--- config.mk ---
export PLATFORM = sky130hd
export DESIGN_NAME = hazard_ctrl_flat
export DESIGN_NICKNAME = d
export VERILOG_FILES = /design/src/rtl/hazard_ctrl_if.sv /design/src/rtl/hazard_ctrl.sv /design/src/flat_wrapper.sv
export SDC_FILE = /design/constraint.sdc
export NUM_CORES = 1
export LEC_CHECK = 0
export CORE_MARGIN = 3
export CORE_UTILIZATION = 36
export CTS_CLUSTER_DIAMETER = 60
export DETAILED_ROUTE_END_ITERATION = 10
export PLACE_DENSITY_LB_ADDON = 0.15
export SLEW_MARGIN = 25
export SYNTH_ARGS = -nofsm -noshare
export SYNTH_HDL_FRONTEND = slang
export SYNTH_SLANG_ARGS = --single-unit
--- constraint.sdc ---
create_clock -name clk -period 2.1 [get_ports clk]
set_input_delay 0.315 -clock clk [delete_from_list [all_inputs] [get_ports clk]]
set_output_delay 0.315 -clock clk [all_outputs]
set_load 0.01 [all_outputs]
--- src/rtl/hazard_ctrl_if.sv ---
// Bundle between the 5-stage pipeline and hazard_ctrl: stage register/control
// taps toward the unit, enables/flushes/forward selects back to the pipeline.
interface hazard_ctrl_if #(
  parameter int REG_AW = 5,
  parameter int CNT_W  = 16
);
  logic              id_valid;
  logic [REG_AW-1:0] id_rs1;
  logic [REG_AW-1:0] id_rs2;
  logic              id_rs1_used;
  logic              id_rs2_used;
  logic [REG_AW-1:0] ex_rd;
  logic              ex_regwrite;
  logic              ex_memread;
  logic [REG_AW-1:0] mem_rd;
  logic              mem_regwrite;
  logic              mem_req;
  logic              dmem_ready;
  logic [REG_AW-1:0] wb_rd;
  logic              wb_regwrite;
  logic              branch_taken;

  logic [1:0]        fwd_a;
  logic [1:0]        fwd_b;
  logic              id_byp_a;
  logic              id_byp_b;
  logic              pc_write;
  logic              ifid_write;
  logic              idex_bubble;
  logic              flush_ifid;
  logic              flush_idex;
  logic              flush_exmem;
  logic              stall_all;
  logic              mem_err;
  logic [CNT_W-1:0]  stall_cnt;
  logic [CNT_W-1:0]  flush_cnt;

  // Pipeline side: supplies stage state, consumes control.
  modport master (
    output id_valid, id_rs1, id_rs2, id_rs1_used, id_rs2_used,
           ex_rd, ex_regwrite, ex_memread, mem_rd, mem_regwrite,
           mem_req, dmem_ready, wb_rd, wb_regwrite, branch_taken,
    input  fwd_a, fwd_b, id_byp_a, id_byp_b, pc_write, ifid_write,
           idex_bubble, flush_ifid, flush_idex, flush_exmem,
           stall_all, mem_err, stall_cnt, flush_cnt
  );

  // Hazard unit side.
  modport slave (
    input  id_valid, id_rs1, id_rs2, id_rs1_used, id_rs2_used,
           ex_rd, ex_regwrite, ex_memread, mem_rd, mem_regwrite,
           mem_req, dmem_ready, wb_rd, wb_regwrite, branch_taken,
    output fwd_a, fwd_b, id_byp_a, id_byp_b, pc_write, ifid_write,
           idex_bubble, flush_ifid, flush_idex, flush_exmem,
           stall_all, mem_err, stall_cnt, flush_cnt
  );
endinterface

--- src/rtl/hazard_ctrl.sv ---
// Pipeline hazard unit: EX forwarding selects, WB->ID bypass, load-use stall,
// branch flush and data-memory freeze with watchdog. HAZARD_PERF_EN adds perf counters.
module hazard_ctrl #(
  parameter int REG_AW  = 5,
  parameter int TIMEOUT = 16,
  parameter int CNT_W   = 16
) (
  input logic         clk,
  input logic         reset,
  hazard_ctrl_if.slave bus
);

  localparam int TW  = (TIMEOUT > 32'sd0) ? $clog2(TIMEOUT + 1) : 1;
  localparam int TW1 = TW + 1;
  localparam logic [TW:0] TO_V  = TW1'(TIMEOUT);
  localparam bit          WD_EN = (TIMEOUT > 32'sd0);

  typedef enum logic [1:0] {
    MEM_IDLE = 2'd0,
    MEM_WAIT = 2'd1,
    MEM_ERR  = 2'd2
  } memState_e;

  // Younger producer (currently in EX) takes priority over the one in MEM.
  function automatic logic [1:0] fwdSel(
    input logic [REG_AW-1:0] rs,
    input logic              used,
    input logic [REG_AW-1:0] exRd,
    input logic              exWr,
    input logic [REG_AW-1:0] memRd,
    input logic              memWr
  );
    logic [1:0] sel;
    if (used && exWr && (exRd != {REG_AW{1'b0}}) && (exRd == rs)) begin
      sel = 2'b10;
    end else if (memWr && (memRd != {REG_AW{1'b0}}) && (memRd == rs)) begin
      sel = 2'b01;
    end else begin
      sel = 2'b00;
    end
    return sel;
  endfunction

  memState_e   memState_r;
  memState_e   memStateNext_s;
  logic [TW-1:0] waitCnt_r;
  logic [TW-1:0] waitCntNext_s;
  logic [TW:0]   curWait_s;
  logic        waiting_s;
  logic        timeoutHit_s;
  logic        errState_s;
  logic        fz_s;
  logic        lu_s;
  logic        luA_s;
  logic        luB_s;
  logic [1:0]  fwdA_r;
  logic [1:0]  fwdB_r;
  logic [1:0]  fwdANext_s;
  logic [1:0]  fwdBNext_s;
  logic        pcWrite_s;
  logic        ifidWrite_s;
  logic        idexBubble_s;
  logic        flushAll_s;
  logic        stallAll_s;
  logic        memErr_s;
  logic        bypA_s;
  logic        bypB_s;

  assign waiting_s  = bus.mem_req & ~bus.dmem_ready;
  assign errState_s = (memState_r == MEM_ERR);
  assign fz_s       = waiting_s | errState_s;

  assign luA_s = bus.id_rs1_used & (bus.id_rs1 == bus.ex_rd);
  assign luB_s = bus.id_rs2_used & (bus.id_rs2 == bus.ex_rd);
  assign lu_s  = bus.id_valid & bus.ex_memread & bus.ex_regwrite &
                 (bus.ex_rd != {REG_AW{1'b0}}) & (luA_s | luB_s);

  assign fwdANext_s = fwdSel(bus.id_rs1, bus.id_rs1_used, bus.ex_rd, bus.ex_regwrite,
                             bus.mem_rd, bus.mem_regwrite);
  assign fwdBNext_s = fwdSel(bus.id_rs2, bus.id_rs2_used, bus.ex_rd, bus.ex_regwrite,
                             bus.mem_rd, bus.mem_regwrite);

  // Number of the wait cycle in progress, counting the one being evaluated now.
  always_comb begin
    curWait_s = {TW1{1'b0}};
    if (memState_r == MEM_WAIT) begin
      curWait_s = {1'b0, waitCnt_r} + {{TW{1'b0}}, 1'b1};
    end else begin
      curWait_s = {{TW{1'b0}}, 1'b1};
    end
    timeoutHit_s = WD_EN && waiting_s && (memState_r != MEM_ERR) && (curWait_s >= TO_V);
  end

  // Memory FSM next-state and wait counter.
  always_comb begin
    memStateNext_s = memState_r;
    waitCntNext_s  = waitCnt_r;
    case (memState_r)
      MEM_IDLE: begin
        if (timeoutHit_s) begin
          memStateNext_s = MEM_ERR;
        end else if (waiting_s) begin
          memStateNext_s = MEM_WAIT;
          waitCntNext_s  = curWait_s[TW-1:0];
        end else begin
          waitCntNext_s  = {TW{1'b0}};
        end
      end
      MEM_WAIT: begin
        if (!waiting_s) begin
          memStateNext_s = MEM_IDLE;
          waitCntNext_s  = {TW{1'b0}};
        end else if (timeoutHit_s) begin
          memStateNext_s = MEM_ERR;
        end else if (WD_EN) begin
          waitCntNext_s  = curWait_s[TW-1:0];
        end else begin
          waitCntNext_s  = waitCnt_r;
        end
      end
      MEM_ERR: begin
        memStateNext_s = MEM_ERR;
      end
      default: begin
        memStateNext_s = MEM_IDLE;
        waitCntNext_s  = {TW{1'b0}};
      end
    endcase
  end

  // Memory FSM state and wait counter registers.
  always_ff @(posedge clk or negedge reset) begin
    if (!reset) begin
      memState_r <= MEM_IDLE;
      waitCnt_r  <= {TW{1'b0}};
    end else begin
      memState_r <= memStateNext_s;
      waitCnt_r  <= waitCntNext_s;
    end
  end

  // Pipeline control priority: freeze, then branch flush, then load-use.
  // Reset forces the run values immediately, even against a live freeze.
  always_comb begin
    pcWrite_s    = 1'b1;
    ifidWrite_s  = 1'b1;
    idexBubble_s = 1'b0;
    flushAll_s   = 1'b0;
    stallAll_s   = 1'b0;
    if (!reset) begin
      pcWrite_s    = 1'b1;
      ifidWrite_s  = 1'b1;
    end else if (fz_s) begin
      stallAll_s   = 1'b1;
      pcWrite_s    = 1'b0;
      ifidWrite_s  = 1'b0;
    end else if (bus.branch_taken) begin
      flushAll_s   = 1'b1;
    end else if (lu_s) begin
      pcWrite_s    = 1'b0;
      ifidWrite_s  = 1'b0;
      idexBubble_s = 1'b1;
    end else begin
      pcWrite_s    = 1'b1;
      ifidWrite_s  = 1'b1;
    end
  end

  // Same-cycle WB->ID bypass and error flag.
  always_comb begin
    bypA_s   = reset & bus.id_rs1_used & bus.wb_regwrite &
               (bus.wb_rd != {REG_AW{1'b0}}) & (bus.wb_rd == bus.id_rs1);
    bypB_s   = reset & bus.id_rs2_used & bus.wb_regwrite &
               (bus.wb_rd != {REG_AW{1'b0}}) & (bus.wb_rd == bus.id_rs2);
    memErr_s = reset & (errState_s | timeoutHit_s);
  end

  // Forwarding selects follow the consumer from ID into EX.
  always_ff @(posedge clk or negedge reset) begin
    if (!reset) begin
      fwdA_r <= 2'b00;
      fwdB_r <= 2'b00;
    end else if (fz_s) begin
      fwdA_r <= fwdA_r;
      fwdB_r <= fwdB_r;
    end else if (bus.branch_taken || lu_s) begin
      fwdA_r <= 2'b00;
      fwdB_r <= 2'b00;
    end else begin
      fwdA_r <= fwdANext_s;
      fwdB_r <= fwdBNext_s;
    end
  end

`ifdef HAZARD_PERF_EN
  logic [CNT_W-1:0] stallCnt_r;
  logic [CNT_W-1:0] flushCnt_r;

  // Saturating stall/flush event counters.
  always_ff @(posedge clk or negedge reset) begin
    if (!reset) begin
      stallCnt_r <= {CNT_W{1'b0}};
      flushCnt_r <= {CNT_W{1'b0}};
    end else begin
      if ((stallAll_s || idexBubble_s) && !(&stallCnt_r)) begin
        stallCnt_r <= stallCnt_r + {{(CNT_W-1){1'b0}}, 1'b1};
      end else begin
        stallCnt_r <= stallCnt_r;
      end
      if (flushAll_s && !(&flushCnt_r)) begin
        flushCnt_r <= flushCnt_r + {{(CNT_W-1){1'b0}}, 1'b1};
      end else begin
        flushCnt_r <= flushCnt_r;
      end
    end
  end

  assign bus.stall_cnt = stallCnt_r;
  assign bus.flush_cnt = flushCnt_r;
`else
  assign bus.stall_cnt = {CNT_W{1'b0}};
  assign bus.flush_cnt = {CNT_W{1'b0}};
`endif

  assign bus.fwd_a       = fwdA_r;
  assign bus.fwd_b       = fwdB_r;
  assign bus.id_byp_a    = bypA_s;
  assign bus.id_byp_b    = bypB_s;
  assign bus.pc_write    = pcWrite_s;
  assign bus.ifid_write  = ifidWrite_s;
  assign bus.idex_bubble = idexBubble_s;
  assign bus.flush_ifid  = flushAll_s;
  assign bus.flush_idex  = flushAll_s;
  assign bus.flush_exmem = flushAll_s;
  assign bus.stall_all   = stallAll_s;
  assign bus.mem_err     = memErr_s;

endmodule

--- src/flat_wrapper.sv ---
// flat-port wrapper written by rule: the top's interface ports become plain ports
module hazard_ctrl_flat 
#(
  parameter int REG_AW  = 5,
  parameter int TIMEOUT = 16,
  parameter int CNT_W   = 16
)
  (clk, reset, bus_id_valid, bus_id_rs1, bus_id_rs2, bus_id_rs1_used, bus_id_rs2_used, bus_ex_rd, bus_ex_regwrite, bus_ex_memread, bus_mem_rd, bus_mem_regwrite, bus_mem_req, bus_dmem_ready, bus_wb_rd, bus_wb_regwrite, bus_branch_taken, bus_fwd_a, bus_fwd_b, bus_id_byp_a, bus_id_byp_b, bus_pc_write, bus_ifid_write, bus_idex_bubble, bus_flush_ifid, bus_flush_idex, bus_flush_exmem, bus_stall_all, bus_mem_err, bus_stall_cnt, bus_flush_cnt);
  hazard_ctrl_if #(.REG_AW(REG_AW), .CNT_W(CNT_W)) bus_i ();
  input logic clk;
  input logic reset;
  input wire logic [$bits(bus_i.id_valid)-1:0] bus_id_valid;
  input wire logic [$bits(bus_i.id_rs1)-1:0] bus_id_rs1;
  input wire logic [$bits(bus_i.id_rs2)-1:0] bus_id_rs2;
  input wire logic [$bits(bus_i.id_rs1_used)-1:0] bus_id_rs1_used;
  input wire logic [$bits(bus_i.id_rs2_used)-1:0] bus_id_rs2_used;
  input wire logic [$bits(bus_i.ex_rd)-1:0] bus_ex_rd;
  input wire logic [$bits(bus_i.ex_regwrite)-1:0] bus_ex_regwrite;
  input wire logic [$bits(bus_i.ex_memread)-1:0] bus_ex_memread;
  input wire logic [$bits(bus_i.mem_rd)-1:0] bus_mem_rd;
  input wire logic [$bits(bus_i.mem_regwrite)-1:0] bus_mem_regwrite;
  input wire logic [$bits(bus_i.mem_req)-1:0] bus_mem_req;
  input wire logic [$bits(bus_i.dmem_ready)-1:0] bus_dmem_ready;
  input wire logic [$bits(bus_i.wb_rd)-1:0] bus_wb_rd;
  input wire logic [$bits(bus_i.wb_regwrite)-1:0] bus_wb_regwrite;
  input wire logic [$bits(bus_i.branch_taken)-1:0] bus_branch_taken;
  output wire logic [$bits(bus_i.fwd_a)-1:0] bus_fwd_a;
  output wire logic [$bits(bus_i.fwd_b)-1:0] bus_fwd_b;
  output wire logic [$bits(bus_i.id_byp_a)-1:0] bus_id_byp_a;
  output wire logic [$bits(bus_i.id_byp_b)-1:0] bus_id_byp_b;
  output wire logic [$bits(bus_i.pc_write)-1:0] bus_pc_write;
  output wire logic [$bits(bus_i.ifid_write)-1:0] bus_ifid_write;
  output wire logic [$bits(bus_i.idex_bubble)-1:0] bus_idex_bubble;
  output wire logic [$bits(bus_i.flush_ifid)-1:0] bus_flush_ifid;
  output wire logic [$bits(bus_i.flush_idex)-1:0] bus_flush_idex;
  output wire logic [$bits(bus_i.flush_exmem)-1:0] bus_flush_exmem;
  output wire logic [$bits(bus_i.stall_all)-1:0] bus_stall_all;
  output wire logic [$bits(bus_i.mem_err)-1:0] bus_mem_err;
  output wire logic [$bits(bus_i.stall_cnt)-1:0] bus_stall_cnt;
  output wire logic [$bits(bus_i.flush_cnt)-1:0] bus_flush_cnt;
  assign bus_i.id_valid = bus_id_valid;
  assign bus_i.id_rs1 = bus_id_rs1;
  assign bus_i.id_rs2 = bus_id_rs2;
  assign bus_i.id_rs1_used = bus_id_rs1_used;
  assign bus_i.id_rs2_used = bus_id_rs2_used;
  assign bus_i.ex_rd = bus_ex_rd;
  assign bus_i.ex_regwrite = bus_ex_regwrite;
  assign bus_i.ex_memread = bus_ex_memread;
  assign bus_i.mem_rd = bus_mem_rd;
  assign bus_i.mem_regwrite = bus_mem_regwrite;
  assign bus_i.mem_req = bus_mem_req;
  assign bus_i.dmem_ready = bus_dmem_ready;
  assign bus_i.wb_rd = bus_wb_rd;
  assign bus_i.wb_regwrite = bus_wb_regwrite;
  assign bus_i.branch_taken = bus_branch_taken;
  assign bus_fwd_a = bus_i.fwd_a;
  assign bus_fwd_b = bus_i.fwd_b;
  assign bus_id_byp_a = bus_i.id_byp_a;
  assign bus_id_byp_b = bus_i.id_byp_b;
  assign bus_pc_write = bus_i.pc_write;
  assign bus_ifid_write = bus_i.ifid_write;
  assign bus_idex_bubble = bus_i.idex_bubble;
  assign bus_flush_ifid = bus_i.flush_ifid;
  assign bus_flush_idex = bus_i.flush_idex;
  assign bus_flush_exmem = bus_i.flush_exmem;
  assign bus_stall_all = bus_i.stall_all;
  assign bus_mem_err = bus_i.mem_err;
  assign bus_stall_cnt = bus_i.stall_cnt;
  assign bus_flush_cnt = bus_i.flush_cnt;
  hazard_ctrl #(.REG_AW(REG_AW), .TIMEOUT(TIMEOUT), .CNT_W(CNT_W)) u_core (.clk(clk), .reset(reset), .bus(bus_i));
endmodule
---- Word level (Yosys, flattened, before mapping) ----
Cells that the tools add are included.
W data, S select, Z words.
storage, ports and cells
  register bits after elaboration ......... 11
  input bits .............................. 37
  output and inout bits ................... 46
cells by class
  reduce and logical (&&, ||, !) cells .... 18
  bitwise gates (word level) .............. 21
  add/subtract/negate cells ............... 1
  equality and inequality tests ........... 15
  magnitude comparators ................... 1
  multiplexer cells ....................... 30
operator list
  kind                   number
  $eq A5 B5 Y1           8
  $mux W5                4
  $and A1 B1 Y1          16
  $mux W2                8
  $mux W1                15
  $pmux W5 S3            1
  $reduce_bool A5 Y1     3
  $logic_and A1 B1 Y1    11
  $add A5 B1 Y6 const B  1
  $ge A6 B5 Y1 const B   1
  $mux W6                1
  $ne A3 B3 Y1 const B   2
  $pmux W2 S3            1
  $ne A2 B2 Y1 const B   2
  $ne A3 B1 Y1 const B   1
  $or A1 B1 Y1           3
  $reduce_and A3 Y1      1
  $eq A2 B1 Y1 const B   1
  $eq A2 B2 Y1 const B   1
  $logic_not A2 Y1       1
  $not A1 Y1             2
  $reduce_and A2 Y1      1
  $logic_or A1 B1 Y1     1

---- Longest topological paths before layout ----
Gate-level depths: netlist of run 1.
  depth in word-level cells ............... 8
  gate-level depth with buffers ........... 6
  gate-level depth less buffers ........... 6

---- Worst setup path before layout of run 1 ----
No wires, ideal clock.
  kind .................................... input-to-output
  start ................................... input bus_ex_rd[4]
  end ..................................... output bus_pc_write
  setup slack ............................. 0.197 ns
  cell stages on the path ................. 6
  data arrival time ....................... 1.588 ns
  path through ............................ xor2_1 -> nor4_2 -> nand4_1 -> a2111oi_2 -> nor2_1 -> buf_4
on the way
  word-level cells in the longest chain between the ends .. 8
  elaborated cells between the ends (all ways) .. 12
  those cells by class .................... eq/ne (2); mux (4); bitwise (5); reduce/logical (1)
ends and longest elaborated chain
  element                           line                                  source
  start: declaration                flat_wrapper.sv:17                    input wire logic [$bits(bus_i.ex_rd)-1:0] bus_ex_rd;
  $eq A5 B5 Y1 (on tied branches)   hazard_ctrl.sv:73, hazard_ctrl.sv:74
  $and A1 B1 Y1 (on tied branches)  hazard_ctrl.sv:73, hazard_ctrl.sv:74
  $or A1 B1 Y1                      hazard_ctrl.sv:76                     (bus.ex_rd != {REG_AW{1'b0}}) & (luA_s | luB_s);
  $and A1 B1 Y1 *                   hazard_ctrl.sv:76
  $mux W1 * (4 in series)           n/a
  end: declaration                  flat_wrapper.sv:31                    output wire logic [$bits(bus_i.pc_write)-1:0] bus_pc_write;
Mark *: on every way between the ends. The rest lies on a longest branch, timed or not.

---- Final worst setup path of run 1 ----
  start ................................... input bus_id_rs1[4]
  end ..................................... output bus_idex_bubble
on the way
  word-level cells in the longest chain between the ends .. 8
ends and longest elaborated chain
  element             line                source
  start: declaration  flat_wrapper.sv:13  input wire logic [$bits(bus_i.id_rs1)-1:0] bus_id_rs1;
  $eq A5 B5 Y1        hazard_ctrl.sv:73   assign luA_s = bus.id_rs1_used & (bus.id_rs1 == bus.ex_rd);
  $and A1 B1 Y1       hazard_ctrl.sv:73
  $or A1 B1 Y1        hazard_ctrl.sv:76
  $and A1 B1 Y1       hazard_ctrl.sv:76
  $mux W1             hazard_ctrl.sv:159  end else if (lu_s) begin
  $mux W1             hazard_ctrl.sv:157  end else if (bus.branch_taken) begin
  $mux W1             hazard_ctrl.sv:153  end else if (fz_s) begin
  $mux W1             hazard_ctrl.sv:150  if (!reset) begin
  end: declaration    flat_wrapper.sv:33  output wire logic [$bits(bus_i.idex_bubble)-1:0] bus_idex_bubble;
Every way passes these cells.

==> results of run 1 <==
## where the power goes
| part | leakage [nW] | internal, mW | total (mW) | switching, mW |
|---|---|---|---|---|
| Clock | 0.0150 | 0.0734 | 0.144 | 0.0707 |
| Combinational | 0.799 | 0.138 | 0.269 | 0.131 |
| Sequential | 0.151 | 0.215 | 0.218 | 0.00289 |
## cell type report
cell class / instances / area [um^2]
multi-input combinational: 132 / 888.4
tap: 44 / 55.05
fill: 292 / 1165
inverter: 6 / 22.52
sequential: 11 / 275.3
clock buffer: 4 / 26.28
timing repair buffer: 91 / 745.7
## layer usage
metal | vias up | track usage, %
li1 | 629 | -
met3 | 6 | 3.813
met1 | 611 | 22.95
met4 | 0 | 8.971
met5 | - | 0
met2 | 48 | 32.82
## through the flow
stage / setup slack [ps] / hold slack (ps) / total power [mW]
4_1_cts: -24.02 / 497.4 / 0.6294
5_1_grt: -102.5 / 526.2 / 0.6721
2_1_floorplan: 196.9 / 19.41 / 0.3721
3_3_place_gp: -761.5 / 467.4 / 0.4856
3_5_place_dp: -768.6 / 473.5 / 0.4889
6_report: 11.95 / 491.4 / 0.6310
## synth_stat cells, types with 4 or more instances
| master | count | area share, % |
|---|---|---|
| buf_4 | 35 | 21 |
| xnor2_1 | 20 | 14 |
| nand2_1 | 18 | 5.4 |
| dfrtp_1 | 11 | 22 |
| xor2_1 | 11 | 7.8 |
| inv_1 | 6 | 1.8 |
| nor2_1 | 6 | 1.8 |
| nor3_1 | 5 | 2.0 |
| nand4_1 | 4 | 2.0 |
| nor2b_1 | 4 | 2.0 |
| o21ai_0 | 4 | 1.6 |
## worst max-delay path, cell delays in order
cell	delay, ps
buf_8	100
xor2_2	160
nor4_2	270
nand4_1	210
a2111oi_4	400
nor2b_2	190
buf_2	130
## cells by family (layout without fill, tap and decap cells)
logic type | count (synthesis) | after routing | share of synthesized area, %
mux | 2 | 2 | 1.712
flops | 11 | 11 | 22.15
simple gates | 51 | 51 | 21.55
other cells | 1 | 32 | 0.3018
compound gates | 15 | 15 | 8.459
fa+ha+maj | 1 | 1 | 1.007
xor+xnor | 31 | 31 | 21.85
buf+inv | 41 | 101 | 22.96
## repair_timing
item / in CTS / in global routing
buffers inserted: 10 / 0
gates resized for setup: 77 / 31
pin swaps: 13 / 10
endpoints found under the setup margin: 10 / 11
## cell usage in the layout (no fill, tap or decap), types with 3 or more instances in the layout
| cell | synthesis | layout |
|---|---|---|
| buf_4 | 35 | 41 |
| conb_1 | 1 | 32 |
| xnor2_1 | 20 | 19 |
| clkdlybuf4s50_1 | 0 | 18 |
| nand2_1 | 18 | 17 |
| dfrtp_1 | 11 | 11 |
| xor2_1 | 11 | 9 |
| dlygate4sd2_1 | 0 | 9 |
| buf_2 | 0 | 8 |
| inv_1 | 6 | 6 |
| nor3_1 | 5 | 5 |
| nor2_1 | 6 | 5 |
| clkbuf_2 | 0 | 5 |
| nand4_1 | 4 | 4 |
| o21ai_0 | 4 | 4 |
| clkdlybuf4s15_1 | 0 | 4 |
| clkbuf_4 | 0 | 3 |
## sequential cells by signal, summed over array words and instances (netlist names)
signal	cells
u_core.bus.fwd_a	2
u_core.bus.fwd_b	2
u_core.waitCnt_r	5
u_core.memState_r	2
## worst max path at each step
stage | startpoint | end | slack (ps) | cells past startpoint
6_report | bus_id_rs1[4] | bus_idex_bubble | 10 | 7
5_1_grt | bus_id_rs1[4] | bus_idex_bubble | -100 | 7
4_1_cts | bus_mem_req | bus_flush_exmem | -20 | 7
3_5_place_dp | bus_id_rs1[4] | bus_idex_bubble | -770 | 7
3_3_place_gp | bus_id_rs1[4] | bus_idex_bubble | -760 | 7
2_1_floorplan | bus_ex_rd[4] | bus_pc_write | 200 | 6
==> results.sh, run 1 <==
export IMPL_rrSetupSlack_ps=270
export IMPL_synthArstFlopShare_pct=100.0
export IMPL_crit_type="in2out"
export IMPL_placed_cell_area_um2=1899
export IMPL_p_leak_nw=0.9649
export IMPL_cts_buffers=3
export IMPL_setup_viol=0
export IMPL_synth_flop_cell="dfrtp_1"
export IMPL_synth_area_um2=1242
export IMPL_worstPathRequired_ps=1780
export IMPL_cts_root_buf="clkbuf_4"
export IMPL_dp_hpwl_mm=3.221
export IMPL_drive_gt1_share_pct=31.97
export IMPL_endpoint_kind="primary output"
export IMPL_design_area_um2=2013
export IMPL_wl_per_cell_um=13.57
export IMPL_synth_edff_count=0
export IMPL_die_height_um=64.75
export IMPL_highest_layer="met4"
export IMPL_m1WireLength_mm=1.630
export IMPL_rsz0062_at_grt="true"
export IMPL_ctsHoldBuffers=0
export IMPL_clock_path_buffers=2
export IMPL_routed_wl_mm=3.908
export IMPL_port_buffers=50
export IMPL_reg2reg_depth=7
export IMPL_rows=20
export IMPL_ios=83
export IMPL_placed_cells=276
export IMPL_drt_iter0_markers=26
export IMPL_rr_startpoint="u_core.memState_r[1]"
export IMPL_cp_start_kind="input pin"
export IMPL_period_share_pct=99.43
export IMPL_final_cells=288
export IMPL_hold_path_depth=2
export IMPL_gp_congestion=0.9320
export IMPL_hold_path_end="u_core.bus.fwd_b[0]"
export IMPL_cp_max_fo=2
export IMPL_reg2reg_to="u_core.bus.fwd_a[0]"
export IMPL_fp_dieW_um=64.75
export IMPL_power_density_nw_per_um2=313.5
export IMPL_ys_seq_area_share_pct=22.16
export IMPL_fmax_mhz=478.9
export IMPL_ir_drop_uv=116.9
export IMPL_setup_tns_final_ps=0
export IMPL_overflow=0
export IMPL_period_needed_ps=2088
export IMPL_drt_pass1_iter_count=4
export IMPL_synthCells=153
export IMPL_synth_seq_cells=11
export IMPL_final_max_slew_violation_count=0
export IMPL_grt_use_total_pct=19.22
export IMPL_yosysWarnings=0
export IMPL_viasPerCell=4.493
export IMPL_worstPathArrival_ps=1770
export IMPL_areaGrowthSynthToFinish_pct=62.03
export IMPL_fp_dieArea_um2=4192
export IMPL_num_antenna_cells=0
export IMPL_fin_util_pct=63.35
export IMPL_maxCapViolations=0
export IMPL_grt_pass1_wl_mm=6.196
export IMPL_status="completed"
export IMPL_hp_class="reg2reg"
export IMPL_synth_distinct_cells=32
export IMPL_drtAntennaViolNets=0
export IMPL_antenna_found_initial=0
export IMPL_clkLatencyLatePin_ps=270
export IMPL_met2WireLength_mm=2.009
export IMPL_clk_pin_slew_ps=60
export IMPL_grt_pass1_vias=1356
export IMPL_wl_met3_um=202
export IMPL_grt_max_degree=12
export IMPL_finalClockSkew_ps=9.504
export IMPL_cts_tree="yes"
export IMPL_nets=283
export IMPL_drc=0
export IMPL_via_count=1294
export IMPL_core_um2=3178
export IMPL_hold_violations=0
export IMPL_synth_area_per_cell_um2=8.121
export IMPL_hp_start="u_core.bus.fwd_b[0]"
export IMPL_htree_num_levels=1
export IMPL_cts_sinks=11
export IMPL_initial_utilization_pct=39.09
(Power assumes the default switching activity.)
==> run 2: changes to the inputs <==
- CORE_MARGIN: 3 -> default
==> results.sh, run 2 (synthesized netlist as in run 1, its figures left out) <==
export IMPL_grt_use_total_pct=21.52
export IMPL_slew_headroom_pct=66.78
export IMPL_num_antenna_cells=0
export IMPL_largest_register="u_core.waitCnt_r"
export IMPL_initial_utilization_pct=39.40
export IMPL_worstPathRequired_ps=1780
export IMPL_fp_dieW_um=60.75
export IMPL_largest_reg_flops=5
export IMPL_drt_iter0_markers=46
export IMPL_period_share_pct=98.87
export IMPL_cp_max_fo=2
export IMPL_rrSetupSlack_ps=360
export IMPL_clock_path_buffers=2
export IMPL_most_common_layout_cells="38 x buf_4, 32 x conb_1, 20 x xnor2_1, 20 x clkdlybuf4s50_1, 17 x nand2_1"
export IMPL_hold_violations=0
export IMPL_clk_pin_slew_ps=70
export IMPL_p_clk_share_pct=23.7
export IMPL_placed_cells=275
export IMPL_ir_drop_uv=153.5
export IMPL_rows=20
export IMPL_finalClockSkew_ps=4.250
export IMPL_clkLatencyLatePin_ps=280
export IMPL_die_height_um=60.75
export IMPL_final_max_slew_violation_count=0
export IMPL_dp_hpwl_mm=3.038
export IMPL_hp_class="reg2reg"
export IMPL_hp_start="u_core.bus.fwd_a[1]"
export IMPL_nFillCells=308
export IMPL_drive_gt1_share_pct=31.12
export IMPL_fp_dieArea_um2=3690
export IMPL_port_buffers=50
export IMPL_worst_slew_pin_slew_ps=491.3
export IMPL_via_count=1306
export IMPL_rsz0062_at_grt="true"
export IMPL_grt_pass1_vias=1305
export IMPL_cp_start_kind="input pin"
export IMPL_areaGrowthSynthToFinish_pct=58.51
export IMPL_worstPathArrival_ps=1760
export IMPL_netSwitchingPower_mw=0.2094
export IMPL_ios=83
export IMPL_gp_congestion=1.030
export IMPL_period_needed_ps=2076
export IMPL_setup_tns_final_ps=0
export IMPL_swShare_pct=33.07
export IMPL_hold_path_depth=2
export IMPL_wl_per_cell_um=13.09
export IMPL_status="completed"
export IMPL_share_comb_of_total_power_pct=41.8
export IMPL_drt_pass1_iter_count=4
export IMPL_cts_root_buf="clkbuf_4"
export IMPL_antenna_found_initial=0
export IMPL_reg2reg_depth=6
export IMPL_viasPerCell=4.582
export IMPL_htree_num_levels=1
export IMPL_maxCapViolations=0
export IMPL_cts_tree="yes"
export IMPL_reg2reg_to="u_core.bus.fwd_b[0]"
export IMPL_endpoint_kind="primary output"
export IMPL_drtAntennaViolNets=0
export IMPL_nets=280
export IMPL_fmax_mhz=481.7
export IMPL_grt_pass1_wl_mm=5.699
export IMPL_mostFrequentLayoutCell="buf_4"
export IMPL_rr_startpoint="u_core.memState_r[1]"
export IMPL_hold_path_end="u_core.bus.fwd_a[1]"
export IMPL_crit_type="in2out"
export IMPL_seqPwrFrac_pct=34.5
export IMPL_crit_chain="buf_8 -> xor2_2 -> nor4_2 -> nand4_1 -> a2111oi_4 -> nor2b_2 -> buf_2"
export IMPL_cts_sinks=11
export IMPL_power_density_nw_per_um2=321.5
export IMPL_final_cells=285
export IMPL_p_int_mw=0.4238
export IMPL_core_um2=3153
export IMPL_slowest_stage="a2111oi_4"
export IMPL_grt_max_degree=12
export IMPL_p_leak_nw=0.9629
export IMPL_routed_wl_mm=3.731
export IMPL_cts_buffers=3
export IMPL_max_stage_delay_ps=400
export IMPL_overflow=0
export IMPL_setup_viol=0
export IMPL_drc=0
[run 2: how the worst max path moves through the flow]
stage	from	endpoint	slack, ps
final	bus_id_rs1[4]	bus_idex_bubble	20
after global routing	bus_id_rs1[4]	bus_idex_bubble	-80
after CTS	bus_ex_rd[4]	bus_idex_bubble	-30
after detailed placement	bus_ex_rd[2]	bus_idex_bubble	-780
after global placement	bus_ex_rd[2]	bus_idex_bubble	-770
after floorplan	bus_ex_rd[4]	bus_pc_write	200
[run 2: area by class of cell]
| cell class | instances | area [um^2] | share of cell area [%] |
|---|---|---|---|
| inverters | 6 | 22.52 | 1.144 |
| flip-flops and latches | 11 | 275.3 | 13.98 |
| clock buffers | 4 | 26.28 | 1.334 |
| repair buffers | 88 | 710.7 | 36.09 |
| multi-input cells | 132 | 879.6 | 44.66 |
| well taps | 44 | 55.05 | 2.795 |
[run 2: metal layers]
metal / vias up / GRT usage, % / routed length (um)
li1: 624 / - / -
met1: 606 / 24.58 / 1509
met2: 66 / 40.97 / 1935
met3: 10 / 2.345 / 217
met4: 0 / 7.792 / 68
met5: - / 0 / 0
[run 2: power by group through the flow]
stage	logic (mW)	clock network, mW	registers (mW)
floorplan	0.149	0	0.223
global placement	0.258	0	0.223
detailed placement	0.263	0	0.223
CTS	0.259	0.156	0.218
global route	0.287	0.161	0.219
finish	0.265	0.150	0.219
[run 2: repair_timing]
action                     4_1_cts  5_1_grt
pin swaps                       11       11
setup buffers                    3        3
setup endpoints to repair       10        7
hold buffers                     0        0
gates resized for setup         72       24
[run 2: critical path: cells and delay by family]
kind / cells / cell delay [ps]
compound gates: 1 / 400
xor+xnor: 1 / 160
buf+inv: 2 / 230
simple gates: 3 / 650
[run 2: through the flow]
| stage | instance area (um^2) | hold WS, ps | utilization, % | power, mW | setup WS, ps |
|---|---|---|---|---|---|
| 6_report | 1969 | 486.3 | 62.46 | 0.6333 | 23.83 |
| 5_1_grt | 1969 | 523.4 | 62.46 | 0.6674 | -84.28 |
| 4_1_cts | 1942 | 493.7 | 61.59 | 0.6331 | -29.39 |
| 3_5_place_dp | 1892 | 477.2 | 60.00 | 0.4863 | -780.1 |
| 3_3_place_gp | 1892 | 470.6 | 60.00 | 0.4812 | -769.4 |
| 2_1_floorplan | 1359 | 19.41 | - | 0.3721 | 196.9 |
==> run 3: changes to the inputs <==
- CORE_UTILIZATION: 36 -> 33
- clock period: 2.1 -> 1.72 ns (I/O delays scaled with it)
==> results.sh, run 3 (synthesized netlist as in run 1, its figures left out) <==
export IMPL_reg2reg_to="u_core.bus.fwd_a[1]"
export IMPL_rows=21
export IMPL_gp_congestion=0.9675
export IMPL_num_antenna_cells=0
export IMPL_maxCapViolations=0
export IMPL_rrSetupSlack_ps=100
export IMPL_drtAntennaViolNets=0
export IMPL_multi_input_area_um2=897.1
export IMPL_placed_cells=284
export IMPL_placed_cell_area_um2=1949
export IMPL_dp_slack_ps=-1181
export IMPL_p_leak_nw=1.004
export IMPL_setup_ws_ps=-252.8
export IMPL_fp_dieArea_um2=4014
export IMPL_swShare_pct=29.53
export IMPL_fmax_mhz=506.9
export IMPL_period_share_pct=114.7
export IMPL_finalClockSkew_ps=0.3530
export IMPL_final_cells=294
export IMPL_areaGrowthSynthToFinish_pct=67.37
export IMPL_wl_per_cell_um=12.22
export IMPL_period_needed_ps=1973
export IMPL_via_count=1320
export IMPL_clkLatencyLatePin_ps=230
export IMPL_seqPwrFrac_pct=31.1
export IMPL_clk_pin_slew_ps=50
export IMPL_design_area_um2=2079
export IMPL_final_max_slew_violation_count=0
export IMPL_ff_latch_area_um2=275.3
export IMPL_drc=0
export IMPL_hp_start="bus_dmem_ready"
export IMPL_grt_use_total_pct=19.23
export IMPL_cp_start_kind="input pin"
export IMPL_grt_pass1_wl_mm=6.065
export IMPL_viasPerCell=4.490
export IMPL_p_int_mw=0.6036
export IMPL_drive_gt1_share_pct=34.27
export IMPL_cts_sinks=11
export IMPL_rsz0062_at_grt="true"
export IMPL_routed_wl_mm=3.592
export IMPL_cts_root_buf="clkbuf_8"
export IMPL_netSwitchingPower_mw=0.2529
export IMPL_p_clk_share_pct=29.6
export IMPL_fin_util_pct=59.96
export IMPL_grt_max_degree=12
export IMPL_largest_register="u_core.waitCnt_r"
export IMPL_core_um2=3468
export IMPL_htree_num_levels=1
export IMPL_hold_path_end="u_core.memState_r[0]"
export IMPL_overflow=0
export IMPL_fp_dieW_um=63.36
export IMPL_share_comb_of_total_power_pct=39.3
export IMPL_power_density_nw_per_um2=411.9
export IMPL_crit_type="in2out"
export IMPL_endpoint_kind="primary output"
export IMPL_drt_pass1_iter_count=2
export IMPL_violations="negative setup slack"
export IMPL_cts_tree="yes"
export IMPL_mostFrequentLayoutCell="buf_4"
export IMPL_cp_max_fo=3
export IMPL_grt_pass1_vias=1356
export IMPL_antenna_found_initial=0
export IMPL_dp_hpwl_mm=3.063
export IMPL_ctsHoldBuffers=0
export IMPL_port_buffers=50
export IMPL_nets=287
export IMPL_most_common_layout_cells="45 x buf_4, 32 x conb_1, 20 x xnor2_1"
export IMPL_die_height_um=63.36
export IMPL_largest_reg_flops=5
export IMPL_reg2reg_depth=5
export IMPL_hp_class="in2reg"
export IMPL_status="complete, but fails checks"
export IMPL_initial_utilization_pct=35.82
export IMPL_clock_path_buffers=2
export IMPL_ios=83
export IMPL_worstPathRequired_ps=1460
export IMPL_cts_buffers=3
export IMPL_worstPathArrival_ps=1710
export IMPL_setup_viol=4
export IMPL_hold_path_depth=4
export IMPL_drt_iter0_markers=21
export IMPL_hold_violations=0
export IMPL_nFillCells=321
export IMPL_rr_startpoint="u_core.memState_r[1]"
export IMPL_ir_drop_uv=188.1
-- run 3: how the worst max path moves through the flow --
stage,to,start,cells after the start
floorplan,bus_pc_write,bus_id_rs2[2],6
global placement,bus_idex_bubble,bus_ex_rd[2],7
detailed placement,bus_idex_bubble,bus_id_rs2[2],7
CTS,bus_ifid_write,bus_ex_rd[2],8
global route,bus_idex_bubble,bus_id_rs1[2],7
finish,bus_ifid_write,bus_ex_rd[2],8
-- run 3: power groups by stage --
| stage | sequential (mW) | combinational (mW) | clock (mW) |
|---|---|---|---|
| 2_1_floorplan | 0.272 | 0.183 | 0 |
| 3_3_place_gp | 0.270 | 0.327 | 0 |
| 3_5_place_dp | 0.270 | 0.334 | 0 |
| 4_1_cts | 0.266 | 0.332 | 0.262 |
| 5_1_grt | 0.266 | 0.368 | 0.272 |
| 6_report | 0.266 | 0.337 | 0.253 |
-- run 3: routing by layer --
| metal | GRT usage [%] | wire length, um |
|---|---|---|
| met1 | 22.37 | 1483 |
| met2 | 35.64 | 1914 |
| met3 | 3.080 | 170 |
| met4 | 5.398 | 23 |
| met5 | 0 | 0 |
-- run 3: area by class of cell --
class | instances | share of cell area [%]
inverter | 6 | 1.083
sequential | 11 | 13.24
multi-input combinational | 132 | 43.14
clock buffer | 4 | 2.166
tap | 46 | 2.768
timing repair buffer | 95 | 37.61
-- run 3: through the flow --
step                power, mW  hold WS, ps  setup TNS, ps
finish                 0.8565        415.9         -816.4
global placement       0.5976        478.5          -6499
floorplan              0.4544       -37.59         -55.82
CTS                    0.8603        492.2         -842.7
detailed placement     0.6046        481.5          -6971
global route           0.9065        469.6          -1164
-- run 3: worst max-delay path, cell delays in order --
cell       delay, ps
buf_8            100
xor2_2           170
nor4_2           270
nand4_1          210
a2111oi_4        370
buf_4            180
nor2_4            40
buf_6            110
-- run 3: repair_timing --
item / in CTS / in global routing
buffers inserted: 4 / 2
pin swaps: 22 / 7
endpoints found under the setup margin: 10 / 12
gates resized for setup: 114 / 11
endpoints found under the hold margin: 0 / 0
gates cloned: 0 / 0
